$ cat src/rtl/cell_link_mux_rr.sv
// N-channel packet-aware stream mux: per-channel FWFT FIFOs feeding one output,
// round-robin arbitration that only switches between channels on TLAST.
module cell_link_mux_rr #(
    parameter  int N_CH  = 2,
    parameter  int DW    = 32,
    parameter  int DEPTH = 40,
    localparam int TW    = (N_CH > 1) ? $clog2(N_CH) : 1
) (
    input  logic               ACLK,
    input  logic               ARESET,
    input  logic [N_CH-1:0]    S_AXIS_TVALID,
    input  logic [N_CH*DW-1:0] S_AXIS_TDATA,
    input  logic [N_CH-1:0]    S_AXIS_TLAST,
    output logic [N_CH-1:0]    S_AXIS_TREADY,
    input  logic [N_CH-1:0]    ARB_REQ_SUPPRESS,
    output logic               M_AXIS_TVALID,
    input  logic               M_AXIS_TREADY,
    output logic [DW-1:0]      M_AXIS_TDATA,
    output logic               M_AXIS_TLAST,
    output logic [TW-1:0]      M_AXIS_TID,
    output logic [N_CH-1:0]    OVERFLOW,
    output logic               dbg_busy
);
    // Handshake: a word moves on a port in every cycle where its VALID and READY are both high.
    localparam int PW = $clog2(DEPTH);
    localparam int CW = $clog2(DEPTH + 1);

    typedef enum logic {ST_IDLE = 1'b0, ST_BUSY = 1'b1} state_t;

    state_t        state_q, state_d;
    logic [TW-1:0] grant_q, grant_d, last_q, last_d;

    logic [DW:0]   mem    [N_CH][DEPTH];
    logic [PW-1:0] wr_ptr [N_CH];
    logic [PW-1:0] rd_ptr [N_CH];
    logic [CW-1:0] count  [N_CH];

    logic [N_CH-1:0] push, pop, full, elig_now, elig_pop;
    logic [DW:0]     head;
    logic            pop_last;
    logic [DW-1:0]   hold_data;
    logic            hold_last;

    function automatic logic [PW-1:0] ptr_inc(input logic [PW-1:0] p);
        return (p == PW'(DEPTH - 1)) ? '0 : p + PW'(1);
    endfunction

    // First requesting channel strictly after base, wrapping; base itself is tried last.
    function automatic logic [TW-1:0] rr_pick(input logic [TW-1:0] base, input logic [N_CH-1:0] req);
        logic [TW-1:0] pick;
        logic          found;
        int            tgt;
        pick  = base;
        found = 1'b0;
        for (int k = 1; k <= N_CH; k++) begin
            tgt = int'(base) + k;
            if (tgt >= N_CH) tgt = tgt - N_CH;
            for (int c = 0; c < N_CH; c++) begin
                if (!found && req[c] && tgt == c) begin
                    pick  = TW'(c);
                    found = 1'b1;
                end
            end
        end
        return pick;
    endfunction

    assign head     = mem[grant_q][rd_ptr[grant_q]];
    assign pop_last = (|pop) & head[DW];

    always_comb begin
        full          = '0;
        S_AXIS_TREADY = '0;
        push          = '0;
        pop           = '0;
        elig_now      = '0;
        elig_pop      = '0;
        for (int c = 0; c < N_CH; c++) begin
            full[c]          = (count[c] == CW'(DEPTH));
            S_AXIS_TREADY[c] = ~full[c] & ~ARESET;
            push[c]          = S_AXIS_TVALID[c] & S_AXIS_TREADY[c];
            pop[c]           = (state_q == ST_BUSY) && (grant_q == TW'(c)) && M_AXIS_TVALID && M_AXIS_TREADY;
            elig_now[c]      = (count[c] != '0) & ~ARB_REQ_SUPPRESS[c];
            // The channel finishing its packet is judged on its occupancy after this pop.
            if (grant_q == TW'(c))
                elig_pop[c] = (count[c] != CW'(1)) & ~ARB_REQ_SUPPRESS[c];
            else
                elig_pop[c] = elig_now[c];
        end
    end

    always_ff @(posedge ACLK) begin
        for (int c = 0; c < N_CH; c++) begin
            if (push[c]) mem[c][wr_ptr[c]] <= {S_AXIS_TLAST[c], S_AXIS_TDATA[c*DW +: DW]};
        end
    end

    always_ff @(posedge ACLK) begin
        if (ARESET) begin
            for (int c = 0; c < N_CH; c++) begin
                wr_ptr[c] <= '0;
                rd_ptr[c] <= '0;
                count[c]  <= '0;
            end
            OVERFLOW <= '0;
        end else begin
            for (int c = 0; c < N_CH; c++) begin
                if (push[c]) wr_ptr[c] <= ptr_inc(wr_ptr[c]);
                if (pop[c])  rd_ptr[c] <= ptr_inc(rd_ptr[c]);
                case ({push[c], pop[c]})
                    2'b10:   count[c] <= count[c] + CW'(1);
                    2'b01:   count[c] <= count[c] - CW'(1);
                    default: count[c] <= count[c];
                endcase
                if (S_AXIS_TVALID[c] & full[c]) OVERFLOW[c] <= 1'b1;
            end
        end
    end

    // State register; the hold copy keeps the last shown word visible once the mux goes idle.
    always_ff @(posedge ACLK) begin
        if (ARESET) begin
            state_q   <= ST_IDLE;
            grant_q   <= '0;
            last_q    <= TW'(N_CH - 1);
            hold_data <= '0;
            hold_last <= 1'b0;
        end else begin
            state_q <= state_d;
            grant_q <= grant_d;
            last_q  <= last_d;
            if (state_q == ST_BUSY) begin
                hold_data <= head[DW-1:0];
                hold_last <= head[DW];
            end
        end
    end

    always_comb begin
        state_d = state_q;
        grant_d = grant_q;
        last_d  = last_q;
        case (state_q)
            ST_IDLE: begin
                if (|elig_now) begin
                    grant_d = rr_pick(last_q, elig_now);
                    state_d = ST_BUSY;
                end
            end
            ST_BUSY: begin
                if (pop_last) begin
                    last_d = grant_q;
                    if (|elig_pop) grant_d = rr_pick(grant_q, elig_pop);
                    else           state_d = ST_IDLE;
                end
            end
            default: state_d = ST_IDLE;
        endcase
    end

    always_comb begin
        dbg_busy   = (state_q == ST_BUSY);
        M_AXIS_TID = grant_q;
        if (state_q == ST_BUSY) begin
            M_AXIS_TVALID = (count[grant_q] != '0);
            M_AXIS_TDATA  = head[DW-1:0];
            M_AXIS_TLAST  = head[DW];
        end else begin
            M_AXIS_TVALID = 1'b0;
            M_AXIS_TDATA  = hold_data;
            M_AXIS_TLAST  = hold_last;
        end
    end
endmodule

$ cat config.mk
export PLATFORM = sky130hd
export DESIGN_NAME = cell_link_mux_rr
export DESIGN_NICKNAME = d
export VERILOG_FILES = /design/src/rtl/cell_link_mux_rr.sv
export SDC_FILE = /design/constraint.sdc
export NUM_CORES = 2
export LEC_CHECK = 0
export ABC_AREA = 1
export CORE_MARGIN = 4
export CORE_UTILIZATION = 30
export DETAILED_ROUTE_END_ITERATION = 8
export SLEW_MARGIN = 25
export SYNTH_ARGS = -nofsm -noshare
export SYNTH_HDL_FRONTEND = slang
export SYNTH_SLANG_ARGS = --single-unit
$ cat constraint.sdc
create_clock -name ACLK -period 5.7 [get_ports ACLK]
set_input_delay 1.14 -clock ACLK [delete_from_list [all_inputs] [get_ports ACLK]]
set_output_delay 1.14 -clock ACLK [all_outputs]
set_load 0.03 [all_outputs]
==> metrics.yaml <==
startpoint_type: "register"
arrival_ps: 4440
htreeDepth: 5
grt_pass1_wl_mm: 518
crit_chain: "clkinv_16 > nand2_2 > nand2_8 > buf_12 > buf_4 > nand3_1 > nand3_1 > nand2_1 > nand2_1 > nand2_1 > nand2_1 > nand3_1 > nand3_1 > nand2_2 > nand2_1 > inv_1 > buf_4"
slew-limit-headroom_pct: 24.5
num_rows: 222
drc: 0
fin_skew_ps: 47.5
drt_iter0_drc: 10500
layout_commonest_cell: "edfxtp_1"
synth_cells: 8766
crit_type: "reg2out"
gp_congestion: 0.808
cts_root_buf: "clkbuf_16"
synth_nets: 8853
ant_nets: 0
worstPathRequired_ps: 4560
dieArea_um2: 376000
total_power_mw: 47.6
outcome: "completed"
io_pins: 113
grt_overflow: 0
syn_area_um2: 110000
area_growth_pct: 15.9
worst-path-max-fanout: 47
rsz0062_at_grt: "yes"
cts_tree: "built"
vias_per_cell: 5.27
fin_crit_ps: 5580
ys_types: 41
max_freq_ghz: 0.179
cts_buffers: 293
nets: 9034
dpl-instance-area_um2: 118000
synth.yosys.warnings: 0
critPathTopFamily: "simple AND/OR/NAND/NOR gates"
wirelength_mm: 368
track_usage_pct: 19.0
regToRegSetupSlack_ps: 1860
ctsLongestPathBuffers: 4
start_util_pct: 30.1
final-hold-violation-count: 0
ys.flop_type: "edfxtp_1"
tightestPinTransition_ps: 1130
port_buffers: 112
cts_sinks: 2715
cts.clk_slew.worst_paths_ps: 60
synth_edf_count: 2676
async_reset_ff_share_pct: 0
yosysSeqAreaShare_pct: 73.8
critPathMaxStageDelay_ps: 610
ir_worst_vdd_v: 0.000298
dieWidth_um: 613
routedWlPerCell_um: 26.4
dr.pass1.iters: 5
antenna_found_initial: 11
worst-path-buf-inv: 5
cp-end-kind: "output port"
synth_seq_cells: 2715
final-max-slew-violation-count: 0
grt_pass1_vias: 68600
drv_cap: 0
clock_latency_ps: 940
drive_gt1_share_pct: 9.37
holdBufCountCts: 0
power.leakage_nw: 43.4
setup_viol: 0
dp_hpwl_mm: 189
grt_max_degree: 146
slowest_stage: "dfxtp_4"
final_cell_mix: "2676 x edfxtp_1, 2405 x nand2_1, 2215 x nand3_1"
via_count: 73600
cellPowerDensity_nw_per_um2: 374
fin_crit_sh_pct: 97.9
worst_path_most_repeated_cell: "nand2_1"
coreArea_um2: 365000
die_height_um: 613
syn_area_per_cell_um2: 12.5
design_area_um2: 127000
worstHoldPathType: "reg2reg"
cell families (layout without fill, tap and decap cells):
logic type      after synthesis  after routing  share of synthesized area [%]
compound gates              157            157                          0.834
xor+xnor                     14             14                          0.112
fa+ha+maj                    14             14                          0.159
buf+inv                     683           1071                           3.12
flops                      2715           2715                           73.8
mux                         292            292                           2.66
other cells                   0              4                              0
simple gates               4891           4893                           19.3
metal layers:
| layer | up-vias | track usage (%) | part of all wire [%] | wire length (µm) |
|---|---|---|---|---|
| met3 | 841 | 3.77 | 10 | 38000 |
| li1 | 31800 | - | - | - |
| met1 | 36600 | 25.7 | 39 | 145000 |
| met4 | 2 | 9.63 | 5.7 | 21200 |
| met2 | 4350 | 29.2 | 45 | 164000 |
| met5 | - | 0 | 0.0035 | 13 |
worst reg2reg max path, stage by stage, from the launching register on:
cell and delay (ps):
dfxtp_4 610, clkinv_16 260, nand2_2 340, nand2_8 220
buf_12 270, buf_12 240, o21ai_0 120, nand2_1 100
nand2_1 70, nand3_1 90, nand3_1 130, nand3_1 220
nand3_1 320, nand4_1 180, nand3_1 100, nand2_1 50
nor2_1 380
stage by stage:
step                      instances  setup TNS [ps]  setup WS, ps  utilization [%]  hold WS (ps)
after floorplan                8766               0          1080                -           447
after global placement        13500               0           660             32.4           459
after detailed placement      13500               0           670             32.4           463
after CTS                     14000               0          1.02             34.8           482
after global routing          14000           -5.96         -5.96             34.9           500
final                         14000               0           122             34.9           479
synth_stat cells (4+ instances only):
| cell type | number | share of area, % |
|---|---|---|
| ha_1 | 14 | 0.16 |
| o21ai_2 | 4 | 0.032 |
| inv_1 | 125 | 0.43 |
| dfxtp_1 | 39 | 0.71 |
| buf_4 | 41 | 0.28 |
| clkbuf_1 | 68 | 0.23 |
| buf_6 | 27 | 0.28 |
| edfxtp_1 | 2676 | 73 |
| nor2_1 | 231 | 0.79 |
| a21boi_0 | 7 | 0.048 |
| o21a_1 | 6 | 0.041 |
| nand3_1 | 2217 | 10 |
| nor3_1 | 6 | 0.027 |
| buf_2 | 400 | 1.8 |
| a21oi_1 | 13 | 0.059 |
| o211ai_1 | 17 | 0.12 |
| nand4_1 | 10 | 0.057 |
| xor2_1 | 13 | 0.10 |
| buf_1 | 16 | 0.055 |
| o21ai_0 | 66 | 0.30 |
| o21ai_1 | 30 | 0.14 |
| nand2_1 | 2410 | 8.2 |
| mux2i_1 | 292 | 2.7 |
| or2_2 | 8 | 0.046 |
layout make-up:
cell class              count  area (µm²)
clock inverters           121         960
diodes                      4        10.0
multi-input cells        5370       26100
clock buffers             383        7890
flip-flops and latches   2715       81100
inverters                 130         546
repair buffers            436        4680
repair inverters            1        8.76
fillers                 35000      238000
well taps                4816        6030
flip-flops by register name (all words and copies together), names as in the netlist, named ones only:
register / count
mem: 2640
hold_data: 32
count: 12
rd_ptr: 12
wr_ptr: 12
OVERFLOW: 2
M_AXIS_TID: 1
dbg_busy: 1
hold_last: 1
last_q: 1
timing repair:
item,4_1_cts,5_1_grt
resized for setup,13,12
endpoints found under the setup margin,29,18
cloned,3,0
pin swaps,2,0
hold endpoints to repair,0,0
setup buffers,8,6
where the power goes:
group,switching [mW],internal (mW)
Combinational,5.31,2.09
Sequential,0.0916,22.1
Clock,7.60,10.4
final timing paths:
kind / cells past startpoint / from / end
max reg2reg: 16 / register / register
max: 17 / register / M_AXIS_TDATA[1]
min: 2 / hold_data[11] / hold_data[11]
min reg2reg: 2 / hold_data[11] / hold_data[11]
Note: power is estimated with default switching activity, not from simulation.
